### src/rtl/frame_ecc_gen.sv
// frame_ecc_gen
//   Per-frame ECC encoder for configuration frames. Words are streamed in
//   one at a time. A 13-bit check value is accumulated so that the on-chip
//   frame-ECC checker reports a zero syndrome for an unmodified frame. The
//   check value is presented, tagged with the frame address, on a
//   valid/ready output.
//
//   Check value layout: [12] overall parity, [11:5] word index, [4:0] bit
//   index. Each set data bit at (word i, bit b) contributes {1, i, b} by XOR.
//
// Parameters
//   FRAME_WORDS  words per frame (2..128)
//   FAR_W        width of the frame address tag
//
// Ports
//   CLK        clock
//   RST        synchronous active-high reset
//   FAR_IN     frame address, captured when word 0 is accepted
//   DIN        frame data word
//   DIN_VALID  DIN/DIN_LAST valid
//   DIN_LAST   final word of the frame
//   DIN_READY  generator can accept a word
//   ECC_OUT    check value of the completed frame
//   FAR_OUT    address tag for ECC_OUT
//   LEN_ERR    frame length mismatch (qualified by ECC_VALID)
//   ECC_VALID  result available
//   ECC_READY  consumer accepts the result
//
// Optional feature (macro FRAME_ECC_GEN_INJECT_EN)
//   Adds INJ_REQ / INJ_WORD / INJ_BIT. A request sampled with word 0 arms
//   the frame. The bit INJ_BIT of word INJ_WORD is inverted before
//   accumulation, so a known-bad golden ECC is produced. The checker then
//   reports the syndrome {1, INJ_WORD, INJ_BIT}.

module frame_ecc_gen #(
  parameter int FRAME_WORDS = 101,
  parameter int FAR_W       = 26
) (
  input  logic             CLK,
  input  logic             RST,
  input  logic [FAR_W-1:0] FAR_IN,
  input  logic [31:0]      DIN,
  input  logic             DIN_VALID,
  input  logic             DIN_LAST,
  output logic             DIN_READY,
  output logic [12:0]      ECC_OUT,
  output logic [FAR_W-1:0] FAR_OUT,
  output logic             LEN_ERR,
  output logic             ECC_VALID,
  input  logic             ECC_READY
`ifdef FRAME_ECC_GEN_INJECT_EN
  ,
  input  logic             INJ_REQ,
  input  logic [6:0]       INJ_WORD,
  input  logic [4:0]       INJ_BIT
`endif
);

  localparam logic [6:0] LAST_IDX = 7'(FRAME_WORDS - 1);

  typedef enum logic {
    ACCUM = 1'b0,
    HOLD  = 1'b1
  } state_e;

  state_e             state_q, state_d;
  logic [6:0]         cnt_q, cnt_d;       // index of the next word; 0 = idle
  logic [12:0]        acc_q, acc_d;
  logic [FAR_W-1:0]   far_q, far_d;       // FAR captured at word 0
  logic [12:0]        ecc_q, ecc_d;       // single result register
  logic [FAR_W-1:0]   far_out_q, far_out_d;
  logic               len_err_q, len_err_d;

  logic               accept;
  logic               is_last_idx;
  logic               frame_end;
  logic [31:0]        word_eff;
  logic               word_par;
  logic [12:0]        contrib;
  logic [12:0]        acc_next;

  // XOR of the positions of all set bits in a word.
  function automatic logic [4:0] bit_index_xor(input logic [31:0] w);
    logic [4:0] x;
    x = '0;
    for (int unsigned b = 0; b < 32; b++) begin
      if (w[b]) x ^= 5'(b);
    end
    return x;
  endfunction

  // Ready is held low while reset is asserted so nothing can be accepted on
  // the reset edge, and rises in the first cycle after it.
  assign DIN_READY   = (state_q == ACCUM) && !RST;
  assign accept      = DIN_VALID && DIN_READY;
  assign is_last_idx = (cnt_q == LAST_IDX);
  assign frame_end   = DIN_LAST || is_last_idx;

`ifdef FRAME_ECC_GEN_INJECT_EN
  logic       inj_arm_q, inj_arm_d;
  logic [6:0] inj_word_q, inj_word_d;
  logic [4:0] inj_bit_q, inj_bit_d;
  logic       inj_arm_eff;
  logic [6:0] inj_word_eff;
  logic [4:0] inj_bit_eff;

  always_comb begin
    // Word 0 must see the request in the same cycle it is sampled, so the
    // live inputs are used until the captured copy takes over.
    inj_arm_eff  = (cnt_q == '0) ? INJ_REQ  : inj_arm_q;
    inj_word_eff = (cnt_q == '0) ? INJ_WORD : inj_word_q;
    inj_bit_eff  = (cnt_q == '0) ? INJ_BIT  : inj_bit_q;

    word_eff = DIN;
    if (inj_arm_eff && (cnt_q == inj_word_eff)) begin
      word_eff[inj_bit_eff] = ~DIN[inj_bit_eff];
    end

    inj_arm_d  = inj_arm_q;
    inj_word_d = inj_word_q;
    inj_bit_d  = inj_bit_q;
    if (accept) begin
      if (cnt_q == '0) begin
        inj_arm_d  = INJ_REQ;
        inj_word_d = INJ_WORD;
        inj_bit_d  = INJ_BIT;
      end
      if (frame_end) inj_arm_d = 1'b0;
    end
  end

  always_ff @(posedge CLK) begin
    if (RST) begin
      inj_arm_q  <= 1'b0;
      inj_word_q <= '0;
      inj_bit_q  <= '0;
    end else begin
      inj_arm_q  <= inj_arm_d;
      inj_word_q <= inj_word_d;
      inj_bit_q  <= inj_bit_d;
    end
  end
`else
  always_comb begin
    word_eff = DIN;
  end
`endif

  // Contribution of the current word: parity, the word index (when an odd
  // number of bits is set), and the XOR of set bit positions.
  always_comb begin
    word_par = ^word_eff;
    contrib  = {word_par, (word_par ? cnt_q : 7'd0), bit_index_xor(word_eff)};
    acc_next = acc_q ^ contrib;
  end

  always_comb begin
    state_d   = state_q;
    cnt_d     = cnt_q;
    acc_d     = acc_q;
    far_d     = far_q;
    ecc_d     = ecc_q;
    far_out_d = far_out_q;
    len_err_d = len_err_q;

    unique case (state_q)
      ACCUM: begin
        if (accept) begin
          if (cnt_q == '0) far_d = FAR_IN;
          if (frame_end) begin
            ecc_d     = acc_next;
            far_out_d = (cnt_q == '0) ? FAR_IN : far_q;
            // Mismatch when DIN_LAST and the last index disagree.
            len_err_d = DIN_LAST ^ is_last_idx;
            // The accumulator is cleared as the result is latched. This is
            // equivalent to clearing it on the output handshake because
            // nothing is accepted while the result is held.
            acc_d     = '0;
            cnt_d     = '0;
            state_d   = HOLD;
          end else begin
            acc_d = acc_next;
            cnt_d = cnt_q + 7'd1;
          end
        end
      end
      HOLD: begin
        if (ECC_READY) state_d = ACCUM;
      end
      default: state_d = ACCUM;
    endcase
  end

  always_ff @(posedge CLK) begin
    if (RST) begin
      state_q   <= ACCUM;
      cnt_q     <= '0;
      acc_q     <= '0;
      far_q     <= '0;
      ecc_q     <= '0;
      far_out_q <= '0;
      len_err_q <= 1'b0;
    end else begin
      state_q   <= state_d;
      cnt_q     <= cnt_d;
      acc_q     <= acc_d;
      far_q     <= far_d;
      ecc_q     <= ecc_d;
      far_out_q <= far_out_d;
      len_err_q <= len_err_d;
    end
  end

  assign ECC_OUT   = ecc_q;
  assign FAR_OUT   = far_out_q;
  assign LEN_ERR   = len_err_q;
  assign ECC_VALID = (state_q == HOLD);

endmodule

### config.mk
export PLATFORM = sky130hd
export DESIGN_NAME = frame_ecc_gen
export DESIGN_NICKNAME = d
export VERILOG_FILES = /design/src/rtl/frame_ecc_gen.sv
export SDC_FILE = /design/constraint.sdc
export NUM_CORES = 1
export LEC_CHECK = 0
export CORE_MARGIN = 2
export CORE_UTILIZATION = 45
export DETAILED_ROUTE_END_ITERATION = 12
export PLACE_DENSITY = 0.73
export SYNTH_ARGS = -nofsm -noshare
export SYNTH_HDL_FRONTEND = slang
export SYNTH_SLANG_ARGS = --single-unit
### constraint.sdc
create_clock -name CLK -period 2.6 [get_ports CLK]
set_clock_uncertainty 0.1 [all_clocks]
set_input_delay 0.52 -clock CLK [delete_from_list [all_inputs] [get_ports CLK]]
set_output_delay 0.52 -clock CLK [all_outputs]
set_load 0.005 [all_outputs]
==> flow_summary.ini, run 1 <==
[status]
outcome = finished, final reports clean

[floorplanning]
floorplan.core_area_mm2 = 0.00924
initial_utilization = 0.463
fp.dieH_um = 101
die-width_um = 101
num_rows = 35
ioPinCount = 105
die_area_mm2 = 0.0103

[cts]
worst_skew_pair.late_latency_ps = 350
cts_tree = done
tritoncts.num_buffers = 9
cts.path.max_buffers = 2
cts-hold-fix-buffers = 0
cts_root_buf = clkbuf_8
htree_num_levels = 3
cts.sinks = 87
cts.clk_slew.worst_paths_ps = 80

[setup_path]
cp_max_stage_delay_ps = 440
worstPathMaxFanout = 7
setup.worst_path.end_class = flip-flop
cpMaxStageDelayCell = xnor3_2
critical_path_class = primary input to flip-flop
critPathLaunchType = primary input
worst_ep_arrival_time_ps = 2770
critical_path.most_common_cell = xnor3_2
crit_path_cell_trace = clkbuf_2 -> xnor2_2 -> xnor3_1 -> xnor3_2 -> xnor3_2 -> buf_6 -> nand2_4 -> or3_1 -> a21oi_2
path_delay_family = XOR/XNOR gates
timing.critical_path.buf_inv = 2
cp.required_ps = 2780

[place]
pre_cts_ws_ps = -592
dp.final_hpwl_mm = 6.79
place.detailed.instances = 723
placement.cell_area_mm2 = 0.00574
placement.io_buffers = 104
place.gp.congestion = 0.839

[logic_synthesis]
synth_most_common_cell = dfxtp_1
synth_simple_gate_area_frac = 0.198
yosys.area_share.xor_xnor = 0.178
syn_nets = 539
synthDistinctLibCells = 30
ys_ff_latch = 87
yosys_warnings = 0
synthCells = 473
synth_top_family_by_area = simple AND/OR/NAND/NOR gates
synthTopCellsByArea = dfxtp_1 (41%), xnor2_1 (8.2%), nand3b_1 (7.0%), mux2i_1 (6.1%), o21ai_1 (5.2%)
yosys.area_share.adder = 0.00878
synthArstFlopShare = 0
yosysSeqAreaShare = 0.407
synth_largest_area_cell = dfxtp_1
synth-compound-area-share = 0.115
synthesis.area_mm2 = 0.00427
proportion_of_synthesized_area_in_mux_cells = 0.0609
synth_area_per_cell_um2 = 9.04
synth_top_cell_area_share = 0.407
synth-edff-count = 0
dominantRegCellSynth = dfxtp_1
post_synth_most_frequent_cells = dfxtp_1 (87), nand2_1 (51), o21ai_1 (44)

[timing]
rsz_0062_raised_after_global_routing = yes
finalHoldViolCount = 0
worst_pin_slew_ps = 478
period_share = 0.996
fmax_ghz = 0.386
setup_slack_ps = 11.5
max-slew-margin-rel = 0.682
min_period_ps = 2590
maxSlewViolCount = 0
finalSetupViolations = 0

[drt]
routed_wl_mm = 9.96
viasPerCell = 4.89
drc = 0
wl_per_cell_um = 13.3
num_vias = 3667
route.antenna.remaining_nets = 0
detailedRoute.firstPassIterationCount = 5
detail_route.iter0.violations = 105

[finish]
final_cell_count_no_fill = 750
insertedDiodeCount = 0
layout-drive-gt1-share = 0.185
layout_overhead_on_the_synthesized_area_pct = 43.2
finalInstanceArea_mm2 = 0.00612
postLayoutCoreUtil = 0.662
finalNetCount = 682
multiInputGateArea_mm2 = 0.00253
regArea_mm2 = 0.00174
filler_cells = 750

[global_route]
via_count_of_the_first_global_routing_pass = 3477
gr-total-overflow = 0
grt.total_usage = 0.196
wire_length_of_the_first_global_routing_pass_mm = 16.1
pin_count_of_the_biggest_net_entering_global_routing = 75
antenna_found_initial = 0

[power]
design_power_total_w = 0.00395
intPower_w = 0.00274
irDropWorstVdd_mv = 0.367
switching_share = 0.305
pwr-share-comb = 0.374
power_switching_w = 0.00120
leakagePower_nw = 2.32
seqPwrFrac = 0.380
power_frac_clock = 0.247
powerDensity_mw_per_mm2 = 645

[min_path]
path_class_of_the_lowest_slack_min_delay_path = flip-flop to flip-flop

[job]
maxCapViolCount = 0
==> state kept, by name, summed over array words and instances, names as in the netlist <==
name	count
acc_q	13
ECC_OUT	13
cnt_q	7
LEN_ERR	1
FAR_OUT	26
ECC_VALID	1
far_q	26
==> worst paths after layout <==
kind,startpoint,end,slack [ps],cells after the start
hold / removal,far_q[0],far_q[0],370,2
setup / recovery,DIN[7],acc_q[5],10,9
hold reg to reg,far_q[0],far_q[0],370,2
setup reg to reg,cnt_q[0],acc_q[5],170,8
==> what timing repair did <==
item	4_1_cts	5_1_grt
cloned	1	0
gates resized for setup	37	29
endpoints found under the setup margin	16	44
setup buffers	7	3
pin swaps	13	12
==> logic make-up after synthesis <==
group                      count (synthesis)
AOI/OAI and AO/OA                         96
xor gates and xnor gates                  72
adders and majority gates                  3
buffers and inverters                     34
DFF                                       87
muxes                                     26
and+or+nand+nor                          155
==> through the flow <==
step / TNS, ps / hold WS, ps
5_1_grt: -43.7 / 387
2_1_floorplan: 0 / 342
4_1_cts: 0 / 372
6_report: 0 / 369
3_3_place_gp: -8170 / 350
3_5_place_dp: -8670 / 360
==> worst reg2reg max path, delay by kind of cell, from the launching register on <==
family | cells | cell delay [ps]
flops | 1 | 460
compound gates | 1 | 130
simple gates | 4 | 1010
buf+inv | 1 | 130
fa+ha+maj | 2 | 530
==> cell usage in the layout (no fill, tap or decap), types with 26 or more instances in the layout <==
master,count
dfxtp_1,87
clkdlybuf4s50_1,87
buf_4,50
nand2_1,47
o21ai_1,44
nand3b_1,40
xnor2_1,35
nand2b_1,29
o21ai_0,28
mux2i_1,26
==> routing by layer <==
layer,global-route usage,part of all wire,up-vias
met5,0,0,-
met4,0.0634,0.019,0
met3,0.0373,0.043,18
met2,0.338,0.49,100
met1,0.247,0.45,1670
li1,-,-,1879
==> power groups by stage <==
stage	registers (W)	clock network, W	logic, W
final	0.00150	0.000974	0.00147
after global routing	0.00151	0.00105	0.00160
after CTS	0.00150	0.000995	0.00139
after detailed placement	0.00153	0	0.00120
after global placement	0.00152	0	0.00116
after floorplan	0.00152	0	0.000764
==> cell type report <==
class                   instances  area share
repair buffers                161       0.239
multi-input cells             353       0.414
flip-flops and latches         87       0.285
clock buffers                  10      0.0225
clock inverters                 6      0.0110
well taps                     129      0.0264
inverters                       4     0.00245
Power figures use the tool's default switching activity.
==> inputs of run 2 (changes only) <==
SKIP_CTS_REPAIR_TIMING = 1   (was unset)
==> run 2 against run 1 <==
Net effect: the flow now finishes with violations (negative setup slack); first-iteration DRC count is the same; cell count rose by 0.13%; sequential share of layout area down 0.40 points; design area rose by 1.4%; die area unchanged; register-to-register slack gained 70 ps; non-clock buffer count grew 1; combinational power increased by 19%; power is 6.9% higher; via count rose by 0.85%; critical path type unchanged; largest cell class unchanged; highest routed layer unchanged.
==> flow_summary.ini, run 2 (synthesized netlist as in run 1, its figures left out) <==
[status]
outcome = finished with violations
violations = negative setup slack

[min_path]
min_delay_worst_endpoint = far_q[0]
hold_depth = 2
worstHoldStart = far_q[0]
path_class_of_the_lowest_slack_min_delay_path = flip-flop to flip-flop

[cts]
cts.path.max_buffers = 2
cts_root_buf = clkbuf_8
cts.clk_slew.worst_paths_ps = 90
worst_skew_pair.late_latency_ps = 350
htree_num_levels = 3
tritoncts.num_buffers = 9
cts_tree = done
cts.sinks = 87

[drt]
drc = 0
route.antenna.remaining_nets = 0
viasPerCell = 4.92
detail_route.iter0.violations = 105
wl_per_cell_um = 13.5
routed_wl_mm = 10.1
detailedRoute.firstPassIterationCount = 4
num_vias = 3698

[floorplanning]
num_rows = 35
ioPinCount = 105
die-width_um = 101
die_area_mm2 = 0.0103
floorplan.core_area_mm2 = 0.00924
fp.dieH_um = 101
initial_utilization = 0.463

[global_route]
antenna_found_initial = 0
via_count_of_the_first_global_routing_pass = 3411
pin_count_of_the_biggest_net_entering_global_routing = 75
gr-total-overflow = 0
wire_length_of_the_first_global_routing_pass_mm = 15.7
grt.total_usage = 0.189

[place]
place.gp.congestion = 0.839
place.detailed.instances = 723
placement.io_buffers = 104
dp.final_hpwl_mm = 6.79

[finish]
mostFrequentLayoutCells = clkdlybuf4s50_1 (89), dfxtp_1 (87), buf_4 (50)
layout-drive-gt1-share = 0.185
final_common_cell = clkdlybuf4s50_1
final_cell_count_no_fill = 751
finalNetCount = 683
insertedDiodeCount = 0
layout_overhead_on_the_synthesized_area_pct = 45.3

[setup_path]
critPathLaunchType = primary input
worst_ep_arrival_time_ps = 2910
r2r.worst_path.cells = 8
r2r_end = acc_q[7]
timing.critical_path.buf_inv = 2
cpMaxStageDelayCell = xnor3_2
cp_max_stage_delay_ps = 530
crit_path_cell_trace = buf_6 -> xnor3_2 -> xor2_2 -> xnor3_2 -> xnor3_2 -> buf_6 -> nand2_2 -> or3_1 -> a21oi_1
path_delay_family = XOR/XNOR gates
setup.worst_path.end_class = flip-flop
cp.required_ps = 2780
critical_path_class = primary input to flip-flop
worstPathMaxFanout = 5
critical_path.most_common_cell = xnor3_2
worst-r2r-setup-slack_ps = 240
timing.rr.start = cnt_q[0]

[timing]
rsz_0062_raised_after_global_routing = yes
maxSlewViolCount = 0
period_share = 1.05
min_period_ps = 2730
setup_slack_ps = -126
finalHoldViolCount = 0
max-slew-margin-rel = 0.686
fmax_ghz = 0.367
worst_pin_slew_ps = 471
finalSetupViolations = 10
final.setup.tns_ps = -526

[power]
design_power_total_w = 0.00422
powerDensity_mw_per_mm2 = 679
leakagePower_nw = 2.41
irDropWorstVdd_mv = 0.356

[job]
maxCapViolCount = 0
## run 2: cell types whose count changed in the layout (fill, tap and decap cells not counted), moves of 2 or more
| cell | delta |
|---|---|
| clkbuf_2 | -3 |
| dlymetal6s2s_1 | +8 |
| clkdlybuf4s50_1 | +2 |
| nand2_2 | +3 |
| xnor2_2 | -2 |
| nand2_4 | +2 |
| buf_2 | -3 |
| nand2_1 | -5 |
| xnor2_1 | +2 |
| dlygate4sd2_1 | -4 |
## run 2: power breakdown
part           switching [W]  internal [W]
combinational       0.000758      0.000990
clock               0.000497      0.000476
sequential         0.0000610       0.00144
total                0.00132       0.00290
## run 2: layout make-up
cell class | count | area [µm²]
fillers | 723 | 3030
multi-input cells | 353 | 2550
flip-flops and latches | 87 | 1740
repair buffers | 162 | 1540
well taps | 129 | 161
clock buffers | 10 | 138
clock inverters | 6 | 67.6
inverters | 4 | 15.0
## run 2: per-layer routing
| metal | GRT usage | part of all wire |
|---|---|---|
| met3 | 0.0407 | 0.041 |
| met5 | 0 | 0 |
| met4 | 0.0530 | 0.014 |
| met2 | 0.326 | 0.49 |
| met1 | 0.240 | 0.46 |
## run 2: worst max path at each step
stage	start	endpoint	slack, ps	depth (start not counted)
after global placement	DIN[0]	acc_q[7]	-550	8
after CTS	DIN[0]	acc_q[5]	-230	8
after detailed placement	DIN[0]	acc_q[5]	-590	8
final	DIN[15]	acc_q[7]	-130	9
after floorplan	DIN[6]	acc_q[10]	140	8
after global routing	DIN[15]	acc_q[7]	-180	9
## run 2: worst min-delay path: cells and delay by family (launching register included)
family | cells | cell delay [ps]
and+or+nand+nor | 1 | 60
AOI/OAI and AO/OA | 1 | 50
DFF | 1 | 320
## run 2: per-stage QoR
step / cell area (µm²) / utilization / hold WS, ps / setup slack (ps)
floorplan: 4270 / - / 342 / 141
finish: 6210 / 0.672 / 368 / -126
detailed placement: 5740 / 0.621 / 360 / -592
global route: 6210 / 0.672 / 387 / -184
global placement: 5740 / 0.621 / 350 / -549
CTS: 5940 / 0.643 / 372 / -228
